<file path="config.mk">
export PLATFORM = sky130hd
export DESIGN_NAME = svo_scanout
export DESIGN_NICKNAME = d
export VERILOG_FILES = /design/src/rtl/svo_scanout.sv
export SDC_FILE = /design/constraint.sdc
export NUM_CORES = 2
export LEC_CHECK = 0
export BUFFER_PORTS_ARGS = -buffer_cell sky130_fd_sc_hd__clkbuf_2
export CORE_MARGIN = 2
export CORE_UTILIZATION = 62
export CTS_CLUSTER_DIAMETER = 120
export DETAILED_ROUTE_END_ITERATION = 16
export HOLD_SLACK_MARGIN = 0.12
export PLACE_DENSITY = 0.79
export SLEW_MARGIN = 40
export SYNTH_ARGS = -nofsm -noshare
export SYNTH_HDL_FRONTEND = slang
export SYNTH_SLANG_ARGS = --single-unit
</file>
<file path="constraint.sdc">
create_clock -name clk -period 5.3 [get_ports clk]
set_input_delay 1.06 -clock clk [delete_from_list [all_inputs] [get_ports clk]]
set_output_delay 1.06 -clock clk [all_outputs]
set_load 0.02 [all_outputs]
</file>
<file path="src/rtl/svo_scanout.sv">
// -----------------------------------------------------------------------------
// svo_scanout
//   Frame-buffer scanout engine. Fetches one frame of pixels from memory in
//   fixed-length bursts (one burst outstanding at a time), buffers them in a
//   pixel FIFO and streams them to a video encoder over an AXI-stream style
//   handshake. The first pixel of each frame is tagged with tuser.
//
// Ports
//   clk              single clock, rising edge
//   resetn           asynchronous active-low reset
//   enable           scanout run request, sampled only while idle
//   fb_base          byte address of the frame start (4-byte aligned)
//   mem_req/mem_addr burst read request and its start byte address
//   mem_gnt          request accepted this cycle
//   mem_rvalid/mem_rdata  returned read words (pixel in the low bits)
//   out_axis_*       pixel stream: tvalid/tready/tdata/tuser (start of frame)
//   busy             a frame is in progress
//   frame_done       one-cycle pulse after the last pixel of a frame is taken
// -----------------------------------------------------------------------------
module svo_scanout #(
    parameter int SVO_HOR_PIXELS     = 640,
    parameter int SVO_VER_PIXELS     = 480,
    parameter int SVO_BITS_PER_PIXEL = 24,
    parameter int BURST_LEN          = 16,
    parameter int FIFO_DEPTH         = 64
) (
    input  logic                          clk,
    input  logic                          resetn,
    input  logic                          enable,
    input  logic [31:0]                   fb_base,
    output logic                          mem_req,
    output logic [31:0]                   mem_addr,
    input  logic                          mem_gnt,
    input  logic                          mem_rvalid,
    input  logic [31:0]                   mem_rdata,
    output logic                          out_axis_tvalid,
    input  logic                          out_axis_tready,
    output logic [SVO_BITS_PER_PIXEL-1:0] out_axis_tdata,
    output logic                          out_axis_tuser,
    output logic                          busy,
    output logic                          frame_done
);

    localparam int PIX_TOTAL = SVO_HOR_PIXELS * SVO_VER_PIXELS;
    localparam int CNT_W     = $clog2(PIX_TOTAL + 1);
    localparam int AW        = $clog2(FIFO_DEPTH);
    localparam int BW        = $clog2(BURST_LEN + 1);

    localparam logic [CNT_W-1:0] PIX_LAST    = CNT_W'(PIX_TOTAL - 1);
    localparam logic [BW-1:0]    BURST_LAST  = BW'(BURST_LEN - 1);
    localparam logic [AW:0]      DEPTH       = (AW + 1)'(FIFO_DEPTH);
    localparam logic [AW:0]      BURST_FREE  = (AW + 1)'(BURST_LEN);
    localparam logic [31:0]      BURST_BYTES = 32'(4 * BURST_LEN);

    typedef enum logic [1:0] {
        S_IDLE,
        S_REQ,
        S_DATA
    } state_t;

    state_t state_reg, state_next;

    logic [31:0]                   addr_reg;
    logic [CNT_W-1:0]              word_cnt_reg;   // words received this frame
    logic [BW-1:0]                 burst_cnt_reg;  // words received this burst
    logic                          busy_reg;
    logic [AW:0]                   wr_ptr_reg;
    logic [AW:0]                   rd_ptr_reg;
    logic [SVO_BITS_PER_PIXEL-1:0] fifo_mem [FIFO_DEPTH];
    logic                          out_valid_reg;
    logic [SVO_BITS_PER_PIXEL-1:0] out_data_reg;
    logic [CNT_W-1:0]              acc_cnt_reg;    // pixels accepted this frame
    logic                          frame_done_reg;

    logic [AW:0] fill;
    logic [AW:0] free;
    logic        fifo_empty;
    logic        fifo_wr;
    logic        fifo_rd;
    logic        accept;
    logic        last_accept;
    logic        start;
    logic        granted;

    // Only the pixel bits of a memory word are stored.
    logic unused_rdata;
    assign unused_rdata = &{1'b0, mem_rdata};

    assign fill        = wr_ptr_reg - rd_ptr_reg;
    assign free        = DEPTH - fill;
    assign fifo_empty  = (fill == '0);
    assign accept      = out_valid_reg && out_axis_tready;
    // Refill the output register whenever it is empty or being drained.
    assign fifo_rd     = !fifo_empty && (!out_valid_reg || out_axis_tready);
    assign last_accept = accept && (acc_cnt_reg == PIX_LAST);

    // ---------------------------------------------------------------- FSM
    always_ff @(posedge clk or negedge resetn) begin
        if (!resetn) begin
            state_reg <= S_IDLE;
        end else begin
            state_reg <= state_next;
        end
    end

    always_comb begin
        state_next = state_reg;
        mem_req    = 1'b0;
        start      = 1'b0;
        granted    = 1'b0;
        fifo_wr    = 1'b0;
        case (state_reg)
            S_IDLE: begin
                // !busy_reg keeps a new frame from starting until the previous
                // one has fully drained downstream.
                if (enable && fifo_empty && !busy_reg) begin
                    start      = 1'b1;
                    state_next = S_REQ;
                end
            end
            S_REQ: begin
                // Free space only grows while in this state, so once raised
                // the request stays up until granted.
                mem_req = (free >= BURST_FREE);
                if (mem_req && mem_gnt) begin
                    granted    = 1'b1;
                    state_next = S_DATA;
                end
            end
            S_DATA: begin
                fifo_wr = mem_rvalid;
                if (mem_rvalid && (burst_cnt_reg == BURST_LAST)) begin
                    state_next = (word_cnt_reg == PIX_LAST) ? S_IDLE : S_REQ;
                end
            end
            default: state_next = S_IDLE;
        endcase
    end

    // ------------------------------------------------------- fetch datapath
    always_ff @(posedge clk or negedge resetn) begin
        if (!resetn) begin
            addr_reg      <= '0;
            word_cnt_reg  <= '0;
            burst_cnt_reg <= '0;
            busy_reg      <= 1'b0;
        end else begin
            if (start) begin
                addr_reg      <= fb_base;
                word_cnt_reg  <= '0;
                burst_cnt_reg <= '0;
                busy_reg      <= 1'b1;
            end
            if (granted) begin
                addr_reg      <= addr_reg + BURST_BYTES;
                burst_cnt_reg <= '0;
            end
            if (fifo_wr) begin
                word_cnt_reg  <= word_cnt_reg + 1'b1;
                burst_cnt_reg <= burst_cnt_reg + 1'b1;
            end
            // The last pixel can only leave after the whole frame was fetched.
            if (last_accept) begin
                busy_reg <= 1'b0;
            end
        end
    end

    // ----------------------------------------------------------- pixel FIFO
    always_ff @(posedge clk or negedge resetn) begin
        if (!resetn) begin
            wr_ptr_reg <= '0;
            rd_ptr_reg <= '0;
        end else begin
            if (fifo_wr) begin
                wr_ptr_reg <= wr_ptr_reg + 1'b1;
            end
            if (fifo_rd) begin
                rd_ptr_reg <= rd_ptr_reg + 1'b1;
            end
        end
    end

    always_ff @(posedge clk) begin
        if (fifo_wr) begin
            fifo_mem[wr_ptr_reg[AW-1:0]] <= mem_rdata[SVO_BITS_PER_PIXEL-1:0];
        end
    end

    // ------------------------------------------------ registered output stage
    always_ff @(posedge clk or negedge resetn) begin
        if (!resetn) begin
            out_valid_reg  <= 1'b0;
            out_data_reg   <= '0;
            acc_cnt_reg    <= '0;
            frame_done_reg <= 1'b0;
        end else begin
            if (fifo_rd) begin
                out_valid_reg <= 1'b1;
                out_data_reg  <= fifo_mem[rd_ptr_reg[AW-1:0]];
            end else if (accept) begin
                out_valid_reg <= 1'b0;
            end
            if (accept) begin
                acc_cnt_reg <= last_accept ? '0 : acc_cnt_reg + 1'b1;
            end
            frame_done_reg <= last_accept;
        end
    end

    assign mem_addr        = addr_reg;
    assign out_axis_tvalid = out_valid_reg;
    assign out_axis_tdata  = out_data_reg;
    assign out_axis_tuser  = out_valid_reg && (acc_cnt_reg == '0);
    assign busy            = busy_reg;
    assign frame_done      = frame_done_reg;

endmodule

</file>
After elaboration in Yosys (flattened, before gate mapping)
Memories as Yosys holds them, arrays and structs flattened. A register that Yosys moved wholly into a read port is not among the register bits.
Cells that the tools add are included.
{"block": "word_totals", "reg_bits": 94, "mem_bits_rw": 1536, "inputBits": 70, "output_inout_bits": 61, "word_cells": 75, "memories": 1}
{"memory": "fifo_mem", "words": 64, "width": 24, "rd": 1, "rd_clocked_by_memory_dff": 1, "wr": 1, "line_no": "69", "rtl": "logic [SVO_BITS_PER_PIXEL-1:0] fifo_mem [FIFO_DEPTH];"}
{"block": "classes", "addsub": 8, "magnitude_cmp": 1, "n_eq_ne": 8, "n_mux": 25, "reduce_logical": 22}
{"op": "two-way mux 32 bit", "n": 2}
{"op": "two-way mux 19 bit", "n": 3}
{"op": "adder 19 x 1 -> 19 bit (second input constant)", "n": 2}
{"op": "equality test 19 bit (second input constant)", "n": 2}
{"op": "adder 32 x 7 -> 32 bit (second input constant)", "n": 1}
{"op": "zero test 19 bit", "n": 1}
{"op": "two-way mux 5 bit", "n": 3}
{"op": "adder 7 x 1 -> 7 bit (second input constant)", "n": 2}
{"op": "two-way mux 1 bit", "n": 13}
{"op": "logical AND 1 bit", "n": 8}
{"op": "nonzero test 2 bit", "n": 4}
{"op": ">= comparator 7 x 5 -> 1 bit (second input constant)", "n": 1}
{"op": "zero test 7 bit", "n": 1}
{"op": "subtractor 7 bit", "n": 1}
{"op": "subtractor 7 bit (first input constant)", "n": 1}
{"op": "two-way mux 2 bit", "n": 3}
{"op": "!= test 2 bit (second input constant)", "n": 3}
{"op": "case mux 2 bit (3 select lines)", "n": 1}
{"op": "adder 5 x 1 -> 5 bit (second input constant)", "n": 1}
{"op": "equality test 5 x 4 -> 1 bit (second input constant)", "n": 1}
{"op": "zero test 1 bit", "n": 4}
{"op": "AND reduction 3 bit", "n": 1}
{"op": "nonzero test 3 bit", "n": 1}
{"op": "equality test 2 x 1 -> 1 bit (second input constant)", "n": 1}
{"op": "3 further kinds", "n": 3}

Longest topological paths before layout
{"block": "logic_depth", "word_depth": 9, "mapped_depth": 17}

Worst setup path before layout
OpenSTA, ideal clock, no wires.
{"block": "synth_path", "path_kind": "flip-flop to output port", "from": "register rd_ptr_reg[4]", "to": "output mem_req", "arrival_time_ns": 3.251, "t_required_ns": 4.240, "setup_slack_ns": 0.989, "stages_incl_launch_ff": 13, "path_buffers": 4, "path_cell_list": "dfrtp_1 > inv_2 > clkbuf_1 > clkbuf_1 > buf_1 > ha_1 > clkbuf_1 > o21a_1 > o31a_1 > a31o_1 > o21ai_0 > o22ai_2 > nor2_1"}
{"block": "synth_between", "elab_chain_cells": 4}
{"element": "start: declaration", "line_no": "68", "rtl": "logic [AW:0] rd_ptr_reg;"}
{"element": "start signal: assignment", "line_no": "179", "rtl": "rd_ptr_reg <= rd_ptr_reg + 1'b1;"}
{"element": "subtractor 7 bit", "line_no": "89", "rtl": "assign fill = wr_ptr_reg - rd_ptr_reg;"}
{"element": "subtractor 7 bit", "line_no": "90", "rtl": "assign free = DEPTH - fill;"}
{"element": ">= comparator 7 x 5 -> 1 bit", "line_no": "124", "rtl": "mem_req = (free >= BURST_FREE);"}
{"element": "two-way mux 1 bit", "line_no": "112", "rtl": "case (state_reg)"}
{"element": "end: declaration", "line_no": "31", "rtl": "output logic mem_req,"}
No other way between the ends.

Worst setup path in the final report
{"block": "layout_path", "from": "register rd_ptr_reg[0]", "to": "output mem_req"}
The elaborated chain is that of the path after synthesis.

==> metrics <==
status complete, no violations; layout net count 3,342; via/cell ratio 6.83; number of cells upsized or downsized after cts 0; hpwl dp 81,800 um; number of synthesized flops with an enable pin 1,536; LEAKAGE 23.5 nW; Clock transition at path regs 0.06 ns; Final Non-Filler Cells 4,762; Post-Route WL 155,000 um; Synth top area share 71.5%; Post-Syn Area 0.0645 sq mm; largest net degree at the start of global routing 142; deepest clock path buffer count 3; Post-synth top cells 1,536 x edfxtp_1, 478 x mux4_2, 173 x nand2_1; Async SR Flop Fraction 7.13%; I/O Buffers 122; antenna violations before repair 6; Slew Limit Fails 0; Ports 131; Worst EP required 4.24 ns; CP Class reg -> out; Worst VDD drop 485 uV; Reg2Reg Depth 7; area grow syn2layout 12.2%; Initial DRC Count 4,893; Most used DFF post-synth edfxtp_1; critical path cell sequence ha_1 > fa_1 > nor2b_1 > nand4b_1 > o32a_1 > o211a_1 > o22ai_2 > nor2_1 > clkbuf_2; Die H 327 um; Final min period 4.76 ns; Yosys reg bits 1,654; Vias 32,500; area of the core 0.103 sq mm; die width 327 um; max_cap viols 0; Clock Tree Root clkbuf_16; Total Neg Setup Slack 0 ns; DR DRC count 0; final setup vio count 0; Gate Count Post-Synth 3,033; Register Area 0.0491 sq mm; pwr dens 502 mW/mm^2; Placer Congestion 0.895; Hold Path Class in -> async; Fill cells 5,831; Max Freq 210 MHz; Post-CTS Hold Buffers 0; Clock Skew 0.0267 ns; CP Capture Type output pin; post-CTS setup buffers 0; GRT Util Overall 29.6%; Final Hold Viols 0; clk sink count 1,654; Tcrit/Tclk final 89.8%; total CTS buffers 157; per-cell routed wire length 32.6 um; Syn. warnings 0; slowest CP cell dfrtp_4; Distinct cells, synth 63; initial core utilization 62.4%; reg2reg end out_axis_tdata[22]$_DFFE_PN0P_; unrepaired setup endpoints after global routing false; DRT antenna net count 0; Area contributors post-synth edfxtp_1 71%, mux4_2 17%, dfrtp_1 4.6%; CP Launch Type flop; largest stage delay on the critical path 0.62 ns; max reg flops 1,536; first-pass GRT wire length 227,000 um; global route overflow 0; die area 0.107 sq mm; drt first pass iters 6; vias in the first global route 33,700; Core Util, Final 70.1%; Rel. slew slack 44.7%; Critical Path Fanout Max 14; placed insts 4,475; mean post-synth cell area 21.3 sq um; num rows 118; R2R Path Start rd_ptr_reg[1]$_DFFE_PN0P_; worst-skew pair later-pin latency 0.78 ns; R2R Setup Slk 1.54 ns; Net Count, Synth 3,118; share of cells above drive strength 1 29.9%; CP arrival 3.70 ns; H-tree depth 4; CTS tree done; multi-input gate area in the final layout 0.0148 sq mm; count leader, synth edfxtp_1; Synth area leader edfxtp_1; sequential share of the synthesized area 76.0%; actual slew at the worst max-slew pin 0.828 ns
[final cells by class]
| cell class | instances | share of cell area [%] |
|---|---|---|
| Tap cell | 1380 | 2.38 |
| Clock inverter | 90 | 1.21 |
| Antenna cell | 2 | 0.00691 |
| Clock buffer | 192 | 5.73 |
| Sequential cell | 1654 | 67.8 |
| Timing Repair Buffer | 218 | 2.22 |
| Inverter | 30 | 0.162 |
| Multi-Input combinational cell | 1196 | 20.5 |
[kinds of logic after synthesis]
family | Yosys count | synth area share [%]
compound gates | 191 | 1.85
xor+xnor | 31 | 0.421
fa+ha+maj | 15 | 0.302
buf+inv | 183 | 1.24
flops | 1654 | 76.0
mux | 500 | 17.0
simple gates | 459 | 3.12
[cell usage in the layout, fill, tap and decap left out, types with 27 or more instances in the layout]
master / n
clkbuf_16: 158
nand3_1: 46
mux4_2: 478
inv_1: 28
clkinv_2: 34
clkbuf_1: 27
clkbuf_2: 98
edfxtp_1: 1536
dfrtp_1: 115
nand2_1: 173
nor2_1: 90
nor2_2: 64
o21ai_1: 67
buf_4: 82
a21oi_1: 31
[critical path: cells and delay by family (launching register included)]
kind | cells | cell delay (ns)
AOI/OAI and AO/OA | 3 | 0.99
adders and majority gates | 2 | 0.69
DFF | 1 | 0.62
and+or+nand+nor | 3 | 0.45
buffers and inverters | 1 | 0.17
[where the power goes]
| part | internal (W) | switching, W |
|---|---|---|
| clock | 0.00623 | 0.00483 |
| sequential | 0.0146 | 0.000491 |
| combinational | 0.00466 | 0.00551 |
[worst max-delay path by stage]
stage	start	end	depth (start not counted)
after floorplan	rd_ptr_reg[4]$_DFFE_PN0P_	mem_req	12
after global placement	mem_rvalid	fifo_mem[21][21]$_DFFE_PP_	6
after detailed placement	mem_rvalid	fifo_mem[21][21]$_DFFE_PP_	6
after CTS	rd_ptr_reg[0]$_DFFE_PN0P_	mem_req	9
after global routing	rd_ptr_reg[0]$_DFFE_PN0P_	mem_req	9
final	rd_ptr_reg[0]$_DFFE_PN0P_	mem_req	9
[layer usage]
layer / GRT usage, % / up-vias / share of wire, %
li1: - / 13000 / -
met1: 40.1 / 16900 / 35
met2: 48.3 / 2165 / 50
met3: 5.11 / 399 / 9.7
met4: 13.1 / 8 / 5.2
met5: 0 / - / 0.034
[through the flow]
step / cell area (sq um) / setup WS (ns) / hold slack (ns) / power (W)
6_report: 72400 / 0.541 / 0.295 / 0.0364
5_1_grt: 72400 / 0.383 / 0.306 / 0.0374
2_1_floorplan: 64500 / 0.989 / 0.437 / 0.0222
3_5_place_dp: 67300 / 1.26 / 0.460 / 0.0252
4_1_cts: 72300 / 0.519 / 0.391 / 0.0364
3_3_place_gp: 67100 / 1.43 / 0.456 / 0.0249
Note: power is estimated with default switching activity, not from simulation.
